File: src/rtl/parking_entry_terminal.sv
// rtl/parking_entry_terminal.sv - driver-side keypad/loop-sensor terminal for the parking gate controller
module parking_entry_terminal #(
  parameter int DIGITS       = 4,
  parameter int RESP_TIMEOUT = 16
) (
  input  logic        clk,
  input  logic        rst,
  input  logic        sensor_arrive,
  input  logic        sensor_left,
  input  logic        key_valid,
  input  logic [3:0]  key_digit,
  input  logic        key_clear,
  input  logic        code_ack,
  input  logic        open_gate,
  input  logic        wrong_ping,
  input  logic        blocked_gate,
  input  logic        close_gate,
  output logic        vehicle_arrival,
  output logic [15:0] code,
  output logic        code_valid,
  output logic        vehicle_left,
  output logic        err_led,
  output logic        lock_led,
  output logic [2:0]  digit_cnt
);

  localparam int TW = $clog2(RESP_TIMEOUT + 1);

  localparam logic [2:0] S_IDLE    = 3'd0;
  localparam logic [2:0] S_COLLECT = 3'd1;
  localparam logic [2:0] S_SEND    = 3'd2;
  localparam logic [2:0] S_WAIT    = 3'd3;
  localparam logic [2:0] S_PASSING = 3'd4;
  localparam logic [2:0] S_CLOSING = 3'd5;
  localparam logic [2:0] S_LOCKED  = 3'd6;

  localparam logic [2:0]    DIGITS_C = 3'(DIGITS);
  // Timer counts 0..RESP_TIMEOUT-1; the edge that sees the last value is the timeout.
  localparam logic [TW-1:0] T_LAST   = TW'(RESP_TIMEOUT - 1);

  logic [2:0]    state_q, state_d;
  logic [15:0]   acc_q, acc_d;
  logic [2:0]    cnt_q, cnt_d;
  logic [15:0]   code_q, code_d;
  logic          valid_q, valid_d;
  logic          arrival_q, arrival_d;
  logic          left_q, left_d;
  logic          err_q, err_d;
  logic          lock_q, lock_d;
  logic [TW-1:0] timer_q, timer_d;
  logic          sensor_left_q;

  logic          key_ok;
  logic          timeout;
  logic [15:0]   acc_next;
  logic [2:0]    cnt_inc;

  assign key_ok   = key_valid && (key_digit <= 4'd9);
  assign timeout  = (timer_q == T_LAST);
  assign acc_next = (acc_q * 16'd10) + {12'd0, key_digit};
  assign cnt_inc  = cnt_q + 3'd1;

  // Next-state logic for the terminal sequence and all registered outputs.
  always_comb begin
    state_d   = state_q;
    acc_d     = acc_q;
    cnt_d     = cnt_q;
    code_d    = code_q;
    valid_d   = valid_q;
    arrival_d = arrival_q;
    left_d    = 1'b0;
    err_d     = err_q;
    lock_d    = lock_q;
    timer_d   = timer_q;

    case (state_q)
      S_IDLE: begin
        if (sensor_arrive) begin
          state_d   = S_COLLECT;
          arrival_d = 1'b1;
          acc_d     = '0;
          cnt_d     = '0;
        end
      end

      S_COLLECT: begin
        if (!sensor_arrive) begin
          // Driver backed away before finishing: silent return, no exit pulse.
          state_d   = S_IDLE;
          arrival_d = 1'b0;
        end else if (key_clear) begin
          acc_d = '0;
          cnt_d = '0;
        end else if (key_ok) begin
          acc_d = acc_next;
          cnt_d = cnt_inc;
          if (cnt_inc == DIGITS_C) begin
            state_d = S_SEND;
            code_d  = acc_next;
            valid_d = 1'b1;
            err_d   = 1'b0;
          end
        end
      end

      S_SEND: begin
        if (code_ack) begin
          valid_d = 1'b0;
          state_d = S_WAIT;
        end else if (timeout) begin
          valid_d = 1'b0;
          err_d   = 1'b1;
          state_d = S_COLLECT;
          acc_d   = '0;
          cnt_d   = '0;
        end else begin
          timer_d = timer_q + TW'(1);
        end
      end

      S_WAIT: begin
        if (blocked_gate) begin
          state_d = S_LOCKED;
          lock_d  = 1'b1;
        end else if (open_gate) begin
          state_d = S_PASSING;
        end else if (wrong_ping || timeout) begin
          err_d   = 1'b1;
          state_d = S_COLLECT;
          acc_d   = '0;
          cnt_d   = '0;
        end else begin
          timer_d = timer_q + TW'(1);
        end
      end

      S_PASSING: begin
        if (sensor_left && !sensor_left_q) begin
          left_d    = 1'b1;
          arrival_d = 1'b0;
          state_d   = S_CLOSING;
        end
      end

      S_CLOSING: begin
        if (close_gate) begin
          state_d = S_IDLE;
        end
      end

      S_LOCKED: begin
        if (!blocked_gate && !sensor_arrive) begin
          state_d   = S_IDLE;
          lock_d    = 1'b0;
          arrival_d = 1'b0;
        end
      end

      default: begin
        state_d = S_IDLE;
      end
    endcase

    // Every state change restarts the response timer from zero.
    if (state_d != state_q) begin
      timer_d = '0;
    end
  end

  // State and output registers; reset clears everything immediately.
  always_ff @(posedge clk or negedge rst) begin
    if (!rst) begin
      state_q       <= S_IDLE;
      acc_q         <= '0;
      cnt_q         <= '0;
      code_q        <= '0;
      valid_q       <= 1'b0;
      arrival_q     <= 1'b0;
      left_q        <= 1'b0;
      err_q         <= 1'b0;
      lock_q        <= 1'b0;
      timer_q       <= '0;
      sensor_left_q <= 1'b0;
    end else begin
      state_q       <= state_d;
      acc_q         <= acc_d;
      cnt_q         <= cnt_d;
      code_q        <= code_d;
      valid_q       <= valid_d;
      arrival_q     <= arrival_d;
      left_q        <= left_d;
      err_q         <= err_d;
      lock_q        <= lock_d;
      timer_q       <= timer_d;
      sensor_left_q <= sensor_left;
    end
  end

  assign vehicle_arrival = arrival_q;
  assign code            = code_q;
  assign code_valid      = valid_q;
  assign vehicle_left    = left_q;
  assign err_led         = err_q;
  assign lock_led        = lock_q;
  assign digit_cnt       = cnt_q;

endmodule

File: config.mk
export PLATFORM = sky130hd
export DESIGN_NAME = parking_entry_terminal
export DESIGN_NICKNAME = d
export VERILOG_FILES = /design/src/rtl/parking_entry_terminal.sv
export SDC_FILE = /design/constraint.sdc
export NUM_CORES = 1
export LEC_CHECK = 0
export BUFFER_PORTS_ARGS = -buffer_cell sky130_fd_sc_hd__buf_2
export CAP_MARGIN = 20
export CELL_PAD_IN_SITES_DETAIL_PLACEMENT = 1
export CELL_PAD_IN_SITES_GLOBAL_PLACEMENT = 1
export CORE_MARGIN = 1
export CORE_UTILIZATION = 41
export DETAILED_ROUTE_END_ITERATION = 16
export PLACE_DENSITY = 0.83
export RECOVER_POWER = 25
export SLEW_MARGIN = 30
export SYNTH_ARGS = -nofsm -noshare
export SYNTH_HDL_FRONTEND = slang
export SYNTH_SLANG_ARGS = --single-unit
File: constraint.sdc
create_clock -name clk -period 3 [get_ports clk]
set_input_delay 0.75 -clock clk [delete_from_list [all_inputs] [get_ports clk]]
set_output_delay 0.75 -clock clk [all_outputs]
set_load 0.01 [all_outputs]
==> impl_results.html, run 1 <==
<table>
<tr><th>Metric</th><th>Value</th></tr>
<tr><th colspan="2">Place</th></tr>
<tr><td>Placer's final routability congestion estimate</td><td>0.8579</td></tr>
<tr><td>Port Buf Inserts</td><td>38</td></tr>
<tr><td>Cell count after placement</td><td>511</td></tr>
<tr><td>Estimated wirelength of the detail-placed design</td><td>7361 microns</td></tr>
<tr><td>Dpl cell area</td><td>0.003715 sq mm</td></tr>
<tr><th colspan="2">Synth</th></tr>
<tr><td>Seq cells post-synth</td><td>48</td></tr>
<tr><td>Most common cell in the synthesized netlist</td><td>sky130_fd_sc_hd__nand2_1</td></tr>
<tr><td>Mean cell area of the mapped netlist</td><td>9.141 sq um</td></tr>
<tr><td>Top cells by instance count after synthesis</td><td>sky130_fd_sc_hd__nand2_1, sky130_fd_sc_hd__dfrtp_1, sky130_fd_sc_hd__nor2_1, sky130_fd_sc_hd__ha_1, sky130_fd_sc_hd__o21ai_0</td></tr>
<tr><td>Number of enable flip-flop cells after synthesis</td><td>0</td></tr>
<tr><td>Dominant cell type by area after synthesis</td><td>sky130_fd_sc_hd__dfrtp_1</td></tr>
<tr><td>Top area cells in the synthesized netlist</td><td>sky130_fd_sc_hd__dfrtp_1, sky130_fd_sc_hd__ha_1, sky130_fd_sc_hd__nand2_1</td></tr>
<tr><td>Number of instances in the synthesized netlist</td><td>363</td></tr>
<tr><td>Post-synth net total</td><td>410</td></tr>
<tr><td>Count of synthesis-stage warnings from yosys</td><td>0</td></tr>
<tr><td>Fraction of the yosys area taken by sequential cells</td><td>0.3620</td></tr>
<tr><td>Ys async rst share</td><td>1.000</td></tr>
<tr><td>Synth Cell Area</td><td>0.003318 sq mm</td></tr>
<tr><td>Flip-flop cell with the highest count after synthesis</td><td>sky130_fd_sc_hd__dfrtp_1</td></tr>
<tr><td>Top-area cell type share of the netlist area</td><td>0.3620</td></tr>
<tr><td>Count of different cell masters after synthesis</td><td>66</td></tr>
<tr><th colspan="2">Worst hold path</th></tr>
<tr><td>Worst min path class</td><td>reg -&gt; reg</td></tr>
<tr><th colspan="2">Setup path</th></tr>
<tr><td>Top cell by count, worst path</td><td>sky130_fd_sc_hd__ha_4</td></tr>
<tr><td>Critical path buffers and inverters</td><td>0</td></tr>
<tr><td>Crit-path slowest cell</td><td>sky130_fd_sc_hd__dfrtp_1</td></tr>
<tr><td>CP startpoint kind</td><td>flop</td></tr>
<tr><td>CP Max Fanout</td><td>5</td></tr>
<tr><td>Cell class contributing the biggest share of worst-path delay</td><td>compound AO/OA/AOI/OAI gates</td></tr>
<tr><td>WS Path Type</td><td>reg -&gt; reg</td></tr>
<tr><td>Max stage delay on crit path</td><td>430 ps</td></tr>
<tr><td>Req. time, crit path</td><td>3200 ps</td></tr>
<tr><td>Critical Path, Cell by Cell</td><td>ha_4 -&gt; ha_4 -&gt; fa_2 -&gt; a211o_4 -&gt; a21o_4 -&gt; a41o_1 -&gt; nor3_2 -&gt; nand4bb_1 -&gt; xnor2_1 -&gt; mux2_4</td></tr>
<tr><td>Data arrival time of the critical path</td><td>3180 ps</td></tr>
<tr><td>Kind of end point of the critical path</td><td>flop</td></tr>
<tr><th colspan="2">Routing</th></tr>
<tr><td>Number of antenna-violating nets in the routed design</td><td>0</td></tr>
<tr><td>Final routed wire length divided by cell count</td><td>18.51 microns</td></tr>
<tr><td>Number of vias per cell after detailed routing</td><td>5.710</td></tr>
<tr><td>First-pass DRT Iterations</td><td>4</td></tr>
<tr><td>WL final</td><td>9626 microns</td></tr>
<tr><td>Initial detailed-routing violation count</td><td>118</td></tr>
<tr><td>Routed vias</td><td>2969</td></tr>
<tr><td>Post-route DRC</td><td>0</td></tr>
<tr><th colspan="2">Power and ir drop</th></tr>
<tr><td>Share of total power in sequential cells</td><td>0.354</td></tr>
<tr><td>Part of the total power dissipated in the clock network</td><td>0.209</td></tr>
<tr><td>Reported net switching power</td><td>0.9572 mW</td></tr>
<tr><td>Total internal power</td><td>1.382 mW</td></tr>
<tr><td>Share of total power consumed by net switching</td><td>0.4091</td></tr>
<tr><td>Gate power share</td><td>0.437</td></tr>
<tr><td>Power density over the cells</td><td>590.6 mW/mm^2</td></tr>
<tr><td>Peak VDD IR</td><td>348.4 uV</td></tr>
<tr><td>Total power consumption of the routed design</td><td>2.339 mW</td></tr>
<tr><td>Leakage</td><td>1.901 nW</td></tr>
<tr><th colspan="2">Layout</th></tr>
<tr><td>Number of inserted diodes</td><td>0</td></tr>
<tr><td>Net total in the final layout</td><td>464</td></tr>
<tr><td>Layout area overhead</td><td>19.38%</td></tr>
<tr><td>Ratio of cells with drive above 1 in the final layout</td><td>0.2273</td></tr>
<tr><td>Non-filler cells, final</td><td>520</td></tr>
<tr><td>Design area</td><td>0.003961 sq mm</td></tr>
<tr><th colspan="2">STA</th></tr>
<tr><td>Slew at the pin closest to its max-slew limit</td><td>1057 ps</td></tr>
<tr><td>Setup violations, final</td><td>0</td></tr>
<tr><td>Unrepaired setup endpoints after global routing</td><td>true</td></tr>
<tr><td>Max-slew violation count</td><td>0</td></tr>
<tr><td>Maximum clock skew at final layout</td><td>9.792 ps</td></tr>
<tr><td>Final Hold Vio Count</td><td>0</td></tr>
<tr><td>Post-layout min period</td><td>2978 ps</td></tr>
<tr><td>Relative max-transition margin</td><td>0.2956</td></tr>
<tr><td>Achievable Freq</td><td>335.8 MHz</td></tr>
<tr><td>Final worst-path cycle share</td><td>0.9928</td></tr>
<tr><th colspan="2">GRT</th></tr>
<tr><td>Initial antenna violation count</td><td>0</td></tr>
<tr><td>All-layer global routing usage</td><td>0.2365</td></tr>
<tr><td>Via count of the first global-routing pass</td><td>3116</td></tr>
<tr><td>Wire length of the first global-routing pass</td><td>15730 microns</td></tr>
<tr><td>Largest net degree at the start of global routing</td><td>22</td></tr>
<tr><td>Global route total overflow</td><td>0</td></tr>
<tr><th colspan="2">Job</th></tr>
<tr><td>Number of violations of the max-capacitance limit</td><td>0</td></tr>
<tr><th colspan="2">Clocking</th></tr>
<tr><td>Post-CTS Hold Buffers</td><td>0</td></tr>
<tr><td>Total number of H-tree levels</td><td>2</td></tr>
<tr><td>Clk slew on worst S/H paths</td><td>90 ps</td></tr>
<tr><td>Clock Latency Late Sink</td><td>310 ps</td></tr>
<tr><td>Largest buffer count on any clock path</td><td>2</td></tr>
<tr><td>Number of buffers inserted during clock tree synthesis</td><td>5</td></tr>
<tr><td>TritonCTS clock tree</td><td>yes</td></tr>
<tr><td>Master cell of the clock root buffer</td><td>sky130_fd_sc_hd__clkbuf_8</td></tr>
<tr><td>CTS sink cnt</td><td>48</td></tr>
<tr><th colspan="2">Die</th></tr>
<tr><td>Y dimension of the die</td><td>91.96 microns</td></tr>
<tr><td>I/O pin cnt</td><td>39</td></tr>
<tr><td>Row cnt</td><td>32</td></tr>
<tr><td>Width of the die</td><td>91.96 microns</td></tr>
<tr><td>Placeable core area</td><td>0.007767 sq mm</td></tr>
<tr><td>Initial cell density of the core</td><td>0.4272</td></tr>
<tr><td>Area of the die</td><td>0.008457 sq mm</td></tr>
<tr><th colspan="2">Run status</th></tr>
<tr><td>Outcome</td><td>completed</td></tr>
</table>
[metrics by stage]
| stage | TNS [ps] | worst slack (ps) | util | hold WS [ps] |
|---|---|---|---|---|
| CTS | 0 | 8.549 | 0.4995 | 378.0 |
| global placement | -46.10 | -46.10 | 0.4783 | 458.5 |
| detailed placement | -715.5 | -228.7 | 0.4783 | 468.3 |
| global route | -175.1 | -74.41 | 0.5100 | 528.6 |
| finish | 0 | 21.65 | 0.5100 | 488.2 |
| floorplan | 0 | 6.762 | - | 454.4 |
[cell families (layout without fill, tap and decap cells)]
kind of cell               Yosys count  count (layout)  share of synthesized area
and+or+nand+nor                    130             130                     0.1867
AOI/OAI and AO/OA                  102             102                     0.2123
DFF                                 48              48                     0.3620
adders and majority gates           32              32                     0.1252
buffers and inverters               24              79                    0.03846
xor gates and xnor gates            22              22                    0.05807
muxes                                5               5                    0.01734
[sequential cells by signal, summed over array words and instances (netlist names)]
signal / flops
code_valid: 1
timer_q: 5
err_led: 1
digit_cnt: 3
vehicle_left: 1
sensor_left_q: 1
code: 16
vehicle_arrival: 1
state_q: 3
acc_q: 15
lock_led: 1
[tightest hold or removal path: cells and delay by family, from the launching register on]
kind            cells  cell delay, ps
flops               1             350
compound gates      1              60
simple gates        1              50
[worst paths after layout]
kind / cells after the start / slack, ps / from / to
hold reg to reg: 2 / 490 / code[10]$_DFFE_PN0P_ / code[10]$_DFFE_PN0P_
setup reg to reg: 10 / 20 / acc_q[1]$_DFFE_PN0P_ / code[15]$_DFFE_PN0P_
setup / recovery: 10 / 20 / acc_q[1]$_DFFE_PN0P_ / code[15]$_DFFE_PN0P_
min in group asynchronous: 1 / 600 / rst / timer_q[3]$_DFFE_PN0P_
max in group asynchronous: 2 / 1260 / rst / code[15]$_DFFE_PN0P_
hold / removal: 2 / 490 / code[10]$_DFFE_PN0P_ / code[10]$_DFFE_PN0P_
[layer usage]
metal / vias up / GRT usage / routed length (microns)
met3: 15 / 0.02985 / 249
met2: 54 / 0.4179 / 4911
met1: 1481 / 0.3040 / 4289
met4: 0 / 0.06250 / 175
li1: 1419 / - / -
met5: - / 0 / 0
[power groups by stage]
stage / sequential (mW) / clock (mW) / combinational [mW]
final: 0.828 / 0.489 / 1.02
after global routing: 0.845 / 0.514 / 1.12
after CTS: 0.820 / 0.501 / 0.971
after detailed placement: 0.834 / 0 / 0.948
after global placement: 0.825 / 0 / 0.913
after floorplan: 0.796 / 0 / 0.688
[placed cells by master, fill, tap and decap left out, types with 4 or more instances in the layout]
| cell | Yosys | final |
|---|---|---|
| sky130_fd_sc_hd__dfrtp_1 | 48 | 48 |
| sky130_fd_sc_hd__ha_1 | 30 | 26 |
| sky130_fd_sc_hd__buf_2 | 5 | 36 |
| sky130_fd_sc_hd__xnor2_1 | 12 | 11 |
| sky130_fd_sc_hd__nand3_1 | 4 | 4 |
| sky130_fd_sc_hd__nand2_1 | 59 | 59 |
| sky130_fd_sc_hd__o21ai_0 | 25 | 25 |
| sky130_fd_sc_hd__buf_4 | 2 | 23 |
| sky130_fd_sc_hd__clkbuf_8 | 0 | 5 |
| sky130_fd_sc_hd__o21a_1 | 4 | 4 |
| sky130_fd_sc_hd__nor2_1 | 31 | 31 |
| sky130_fd_sc_hd__nor2b_1 | 4 | 4 |
| sky130_fd_sc_hd__xor2_1 | 10 | 10 |
| sky130_fd_sc_hd__a21oi_1 | 15 | 15 |
| sky130_fd_sc_hd__inv_1 | 9 | 9 |
| sky130_fd_sc_hd__nor3_1 | 6 | 5 |
| sky130_fd_sc_hd__nand2b_1 | 4 | 4 |
| sky130_fd_sc_hd__o21ai_1 | 13 | 11 |
| sky130_fd_sc_hd__a211oi_1 | 4 | 4 |
[area by class of cell]
type	instances	area, sq um
fillers	924	3806
well taps	102	127.6
clock inverters	3	46.29
inverters	9	33.78
multi-input cells	291	2120
flip-flops and latches	48	1201
clock buffers	5	68.82
repair buffers	62	364.1
[what timing repair did]
action / in CTS / in global routing
pin swaps: 3 / 8
setup endpoints to repair: 6 / 6
setup buffers: 1 / 0
gates resized for setup: 10 / 11
cloned: 0 / 0
hold endpoints to repair: 0 / 0
No activity file was read; power rests on OpenSTA's default activity.
==> inputs of run 2 (changes only) <==
==> config.mk (replaced) <==
export PLATFORM = sky130hd
export DESIGN_NAME = parking_entry_terminal
export DESIGN_NICKNAME = d
export VERILOG_FILES = /design/src/rtl/parking_entry_terminal.sv
export SDC_FILE = /design/constraint.sdc
export NUM_CORES = 1
export LEC_CHECK = 0
export BUFFER_PORTS_ARGS = -buffer_cell sky130_fd_sc_hd__buf_2
export CAP_MARGIN = 20
export CORE_MARGIN = 1
export CORE_UTILIZATION = 53
export DETAILED_ROUTE_END_ITERATION = 16
export PLACE_DENSITY = 0.82
export RECOVER_POWER = 25
export SLEW_MARGIN = 40
export SYNTH_ARGS = -nofsm -noshare
export SYNTH_HDL_FRONTEND = slang
export SYNTH_SLANG_ARGS = --single-unit
==> impl_results.html, run 2 (synthesized netlist as in run 1, its figures left out) <==
<table>
<tr><th>Metric</th><th>Value</th></tr>
<tr><th colspan="2">Routing</th></tr>
<tr><td>Number of vias per cell after detailed routing</td><td>5.914 (was 5.710)</td></tr>
<tr><td>Met1 Routed Length</td><td>3503 microns (was 4289 microns)</td></tr>
<tr><td>Post-route DRC</td><td>0 (unchanged)</td></tr>
<tr><td>WL final</td><td>7650 microns (was 9626 microns)</td></tr>
<tr><td>Highest Signal Layer</td><td>met4 (unchanged)</td></tr>
<tr><td>Routed vias</td><td>2892 (was 2969)</td></tr>
<tr><td>Number of antenna-violating nets in the routed design</td><td>0 (unchanged)</td></tr>
<tr><td>Met3 wire len</td><td>308 microns (was 249 microns)</td></tr>
<tr><td>Amount of wire on met2 after detailed routing</td><td>3688 microns (was 4911 microns)</td></tr>
<tr><td>Final routed wire length divided by cell count</td><td>15.64 microns (was 18.51 microns)</td></tr>
<tr><td>Initial detailed-routing violation count</td><td>197 (was 118)</td></tr>
<tr><td>First-pass DRT Iterations</td><td>5 (was 4)</td></tr>
<tr><th colspan="2">Power and ir drop</th></tr>
<tr><td>Total internal power</td><td>1.304 mW (was 1.382 mW)</td></tr>
<tr><td>Leakage</td><td>1.871 nW (was 1.901 nW)</td></tr>
<tr><td>Reported net switching power</td><td>0.8711 mW (was 0.9572 mW)</td></tr>
<tr><td>Gate power share</td><td>0.461 (was 0.437)</td></tr>
<tr><td>Total power consumption of the routed design</td><td>2.175 mW (was 2.339 mW)</td></tr>
<tr><td>Power density over the cells</td><td>564.7 mW/mm^2 (was 590.6 mW/mm^2)</td></tr>
<tr><td>Share of total power consumed by net switching</td><td>0.4005 (was 0.4091)</td></tr>
<tr><td>Share of total power in sequential cells</td><td>0.374 (was 0.354)</td></tr>
<tr><td>Peak VDD IR</td><td>436.5 uV (was 348.4 uV)</td></tr>
<tr><td>Part of the total power dissipated in the clock network</td><td>0.165 (was 0.209)</td></tr>
<tr><th colspan="2">Die</th></tr>
<tr><td>Area of the die</td><td>0.006581 sq mm (was 0.008457 sq mm)</td></tr>
<tr><td>I/O pin cnt</td><td>39 (unchanged)</td></tr>
<tr><td>Row cnt</td><td>28 (was 32)</td></tr>
<tr><td>Width of the die</td><td>81.13 microns (was 91.96 microns)</td></tr>
<tr><td>Placeable core area</td><td>0.005991 sq mm (was 0.007767 sq mm)</td></tr>
<tr><td>Y dimension of the die</td><td>81.13 microns (was 91.96 microns)</td></tr>
<tr><td>Initial cell density of the core</td><td>0.5539 (was 0.4272)</td></tr>
<tr><th colspan="2">STA</th></tr>
<tr><td>Unrepaired setup endpoints after global routing</td><td>true (unchanged)</td></tr>
<tr><td>Relative max-transition margin</td><td>0.2429 (was 0.2956)</td></tr>
<tr><td>Post-layout min period</td><td>2935 ps (was 2978 ps)</td></tr>
<tr><td>Maximum clock skew at final layout</td><td>10.70 ps (was 9.792 ps)</td></tr>
<tr><td>Final worst-path cycle share</td><td>0.9783 (was 0.9928)</td></tr>
<tr><td>Setup violations, final</td><td>0 (unchanged)</td></tr>
<tr><td>Max-slew violation count</td><td>0 (unchanged)</td></tr>
<tr><td>Setup ws final</td><td>65.07 ps (was 21.65 ps)</td></tr>
<tr><td>Final Hold Vio Count</td><td>0 (unchanged)</td></tr>
<tr><td>Slew at the pin closest to its max-slew limit</td><td>1136 ps (was 1057 ps)</td></tr>
<tr><td>Achievable Freq</td><td>340.7 MHz (was 335.8 MHz)</td></tr>
<tr><th colspan="2">Setup path</th></tr>
<tr><td>Register-to-Register Path Depth</td><td>10 (unchanged)</td></tr>
<tr><td>WS Path Type</td><td>reg -&gt; reg (unchanged)</td></tr>
<tr><td>Reg2Reg Launch Point</td><td>acc_q[3]$_DFFE_PN0P_ (was acc_q[1]$_DFFE_PN0P_)</td></tr>
<tr><td>First element of the critical path</td><td>acc_q[3]$_DFFE_PN0P_ (was acc_q[1]$_DFFE_PN0P_)</td></tr>
<tr><td>Req. time, crit path</td><td>3180 ps (was 3200 ps)</td></tr>
<tr><td>CP startpoint kind</td><td>flop (unchanged)</td></tr>
<tr><td>Endpoint of the most critical setup path</td><td>code[15]$_DFFE_PN0P_ (unchanged)</td></tr>
<tr><td>Kind of end point of the critical path</td><td>flop (unchanged)</td></tr>
<tr><td>Setup slack of the most critical reg-to-reg path</td><td>70 ps (was 20 ps)</td></tr>
<tr><td>Destination of the worst register-to-register timing path</td><td>code[15]$_DFFE_PN0P_ (unchanged)</td></tr>
<tr><td>CP Max Fanout</td><td>5 (unchanged)</td></tr>
<tr><td>Data arrival time of the critical path</td><td>3120 ps (was 3180 ps)</td></tr>
<tr><th colspan="2">Clocking</th></tr>
<tr><td>Largest buffer count on any clock path</td><td>2 (unchanged)</td></tr>
<tr><td>Total number of H-tree levels</td><td>2 (unchanged)</td></tr>
<tr><td>Post-CTS Hold Buffers</td><td>0 (unchanged)</td></tr>
<tr><td>Master cell of the clock root buffer</td><td>sky130_fd_sc_hd__clkbuf_8 (unchanged)</td></tr>
<tr><td>CTS sink cnt</td><td>48 (unchanged)</td></tr>
<tr><td>TritonCTS clock tree</td><td>yes (unchanged)</td></tr>
<tr><td>Clk slew on worst S/H paths</td><td>90 ps (about the same)</td></tr>
<tr><td>Number of buffers inserted during clock tree synthesis</td><td>5 (unchanged)</td></tr>
<tr><td>Clock Latency Late Sink</td><td>300 ps (was 310 ps)</td></tr>
<tr><th colspan="2">GRT</th></tr>
<tr><td>Global route total overflow</td><td>0 (unchanged)</td></tr>
<tr><td>Largest net degree at the start of global routing</td><td>49 (was 22)</td></tr>
<tr><td>Wire length of the first global-routing pass</td><td>12480 microns (was 15730 microns)</td></tr>
<tr><td>All-layer global routing usage</td><td>0.2477 (was 0.2365)</td></tr>
<tr><td>Initial antenna violation count</td><td>0 (unchanged)</td></tr>
<tr><td>Via count of the first global-routing pass</td><td>2774 (was 3116)</td></tr>
<tr><th colspan="2">Layout</th></tr>
<tr><td>Number of inserted diodes</td><td>0 (unchanged)</td></tr>
<tr><td>Commonest non-fill, non-tap cell in the layout</td><td>sky130_fd_sc_hd__nand2_1 (unchanged)</td></tr>
<tr><td>Layout area overhead</td><td>16.06% (was 19.38%)</td></tr>
<tr><td>Flip-flop count of the largest register, all copies and words added</td><td>16 (unchanged)</td></tr>
<tr><td>Net total in the final layout</td><td>461 (was 464)</td></tr>
<tr><td>Ratio of cells with drive above 1 in the final layout</td><td>0.2222 (was 0.2273)</td></tr>
<tr><td>Design area</td><td>0.003851 sq mm (was 0.003961 sq mm)</td></tr>
<tr><td>Core utilization of the finished layout</td><td>0.6429 (was 0.5100)</td></tr>
<tr><td>Commonest cells after routing, fill and taps aside</td><td>sky130_fd_sc_hd__nand2_1, sky130_fd_sc_hd__dfrtp_1, sky130_fd_sc_hd__buf_2, sky130_fd_sc_hd__nor2_1, sky130_fd_sc_hd__o21ai_0 (was sky130_fd_sc_hd__nand2_1, sky130_fd_sc_hd__dfrtp_1, sky130_fd_sc_hd__buf_2, sky130_fd_sc_hd__nor2_1, sky130_fd_sc_hd__ha_1)</td></tr>
<tr><th colspan="2">Worst hold path</th></tr>
<tr><td>Worst min path class</td><td>reg -&gt; reg (unchanged)</td></tr>
<tr><th colspan="2">Place</th></tr>
<tr><td>Estimated wirelength of the detail-placed design</td><td>5795 microns (was 7361 microns)</td></tr>
<tr><td>Worst slack, placed</td><td>-122.8 ps (was -228.7 ps)</td></tr>
<tr><td>Port Buf Inserts</td><td>38 (unchanged)</td></tr>
<tr><td>Placer's final routability congestion estimate</td><td>0.8947 (was 0.8579)</td></tr>
<tr><td>Dpl cell area</td><td>0.003651 sq mm (was 0.003715 sq mm)</td></tr>
<tr><th colspan="2">Run status</th></tr>
<tr><td>Outcome</td><td>completed (unchanged)</td></tr>
<tr><th colspan="2">Job</th></tr>
<tr><td>Number of violations of the max-capacitance limit</td><td>0 (unchanged)</td></tr>
</table>
[run 2: worst min path at each step]
stage,end,cells after the start,slack [ps],start
finish,code[12]$_DFFE_PN0P_,2,480,code[12]$_DFFE_PN0P_
CTS,code[12]$_DFFE_PN0P_,2,480,code[12]$_DFFE_PN0P_
detailed placement,code[2]$_DFFE_PN0P_,2,460,code[2]$_DFFE_PN0P_
floorplan,acc_q[0]$_DFFE_PN0P_,0,450,rst
global route,code[2]$_DFFE_PN0P_,2,500,code[2]$_DFFE_PN0P_
global placement,code[1]$_DFFE_PN0P_,2,460,code[1]$_DFFE_PN0P_
[run 2: final cells by class]
cell class | instances | area (sq um)
Fill cell | 496 | 2140
Clock inverter | 1 | 5.005
Multi-Input combinational cell | 291 | 2101
Timing Repair Buffer | 59 | 344.1
Tap cell | 75 | 93.84
Inverter | 9 | 33.78
Sequential cell | 48 | 1201
Clock buffer | 6 | 72.57
[run 2: stage by stage]
step	setup TNS (ps)	cells	hold WS (ps)
2_1_floorplan	0	363	454.4
3_5_place_dp	-277.2	480	459.8
3_3_place_gp	0	480	459.7
5_1_grt	-48.50	489	504.3
4_1_cts	0	487	481.4
6_report	0	489	475.2
[run 2: routing by layer]
metal,vias to the layer above,track usage
li1,1417,-
met1,1377,0.3248
met2,83,0.4160
met3,15,0.04157
met4,0,0.07679
met5,-,0
[run 2: power by group through the flow]
stage                     Combinational (mW)  Sequential [mW]  Clock (mW)
after global routing                    1.11            0.826       0.387
final                                   1.00            0.814       0.359
after CTS                              0.967            0.810       0.363
after global placement                 0.893            0.809           0
after floorplan                        0.688            0.796           0
after detailed placement               0.920            0.817           0
[run 2: repair_timing]
action,4_1_cts,5_1_grt
hold endpoints to repair,0,0
setup buffers,0,2
gates resized for setup,10,8
pin swaps,6,8
endpoints found under the setup margin,5,5
[run 2: worst max-delay path, stage by stage (launching register included)]
cell,delay (ps)
sky130_fd_sc_hd__dfrtp_1,420
sky130_fd_sc_hd__ha_4,250
sky130_fd_sc_hd__ha_4,160
sky130_fd_sc_hd__fa_2,360
sky130_fd_sc_hd__a211o_4,390
sky130_fd_sc_hd__a21o_1,210
sky130_fd_sc_hd__a2111oi_2,440
sky130_fd_sc_hd__nor3_2,110
sky130_fd_sc_hd__nand4bb_1,130
sky130_fd_sc_hd__xnor2_1,80
sky130_fd_sc_hd__mux2_4,260
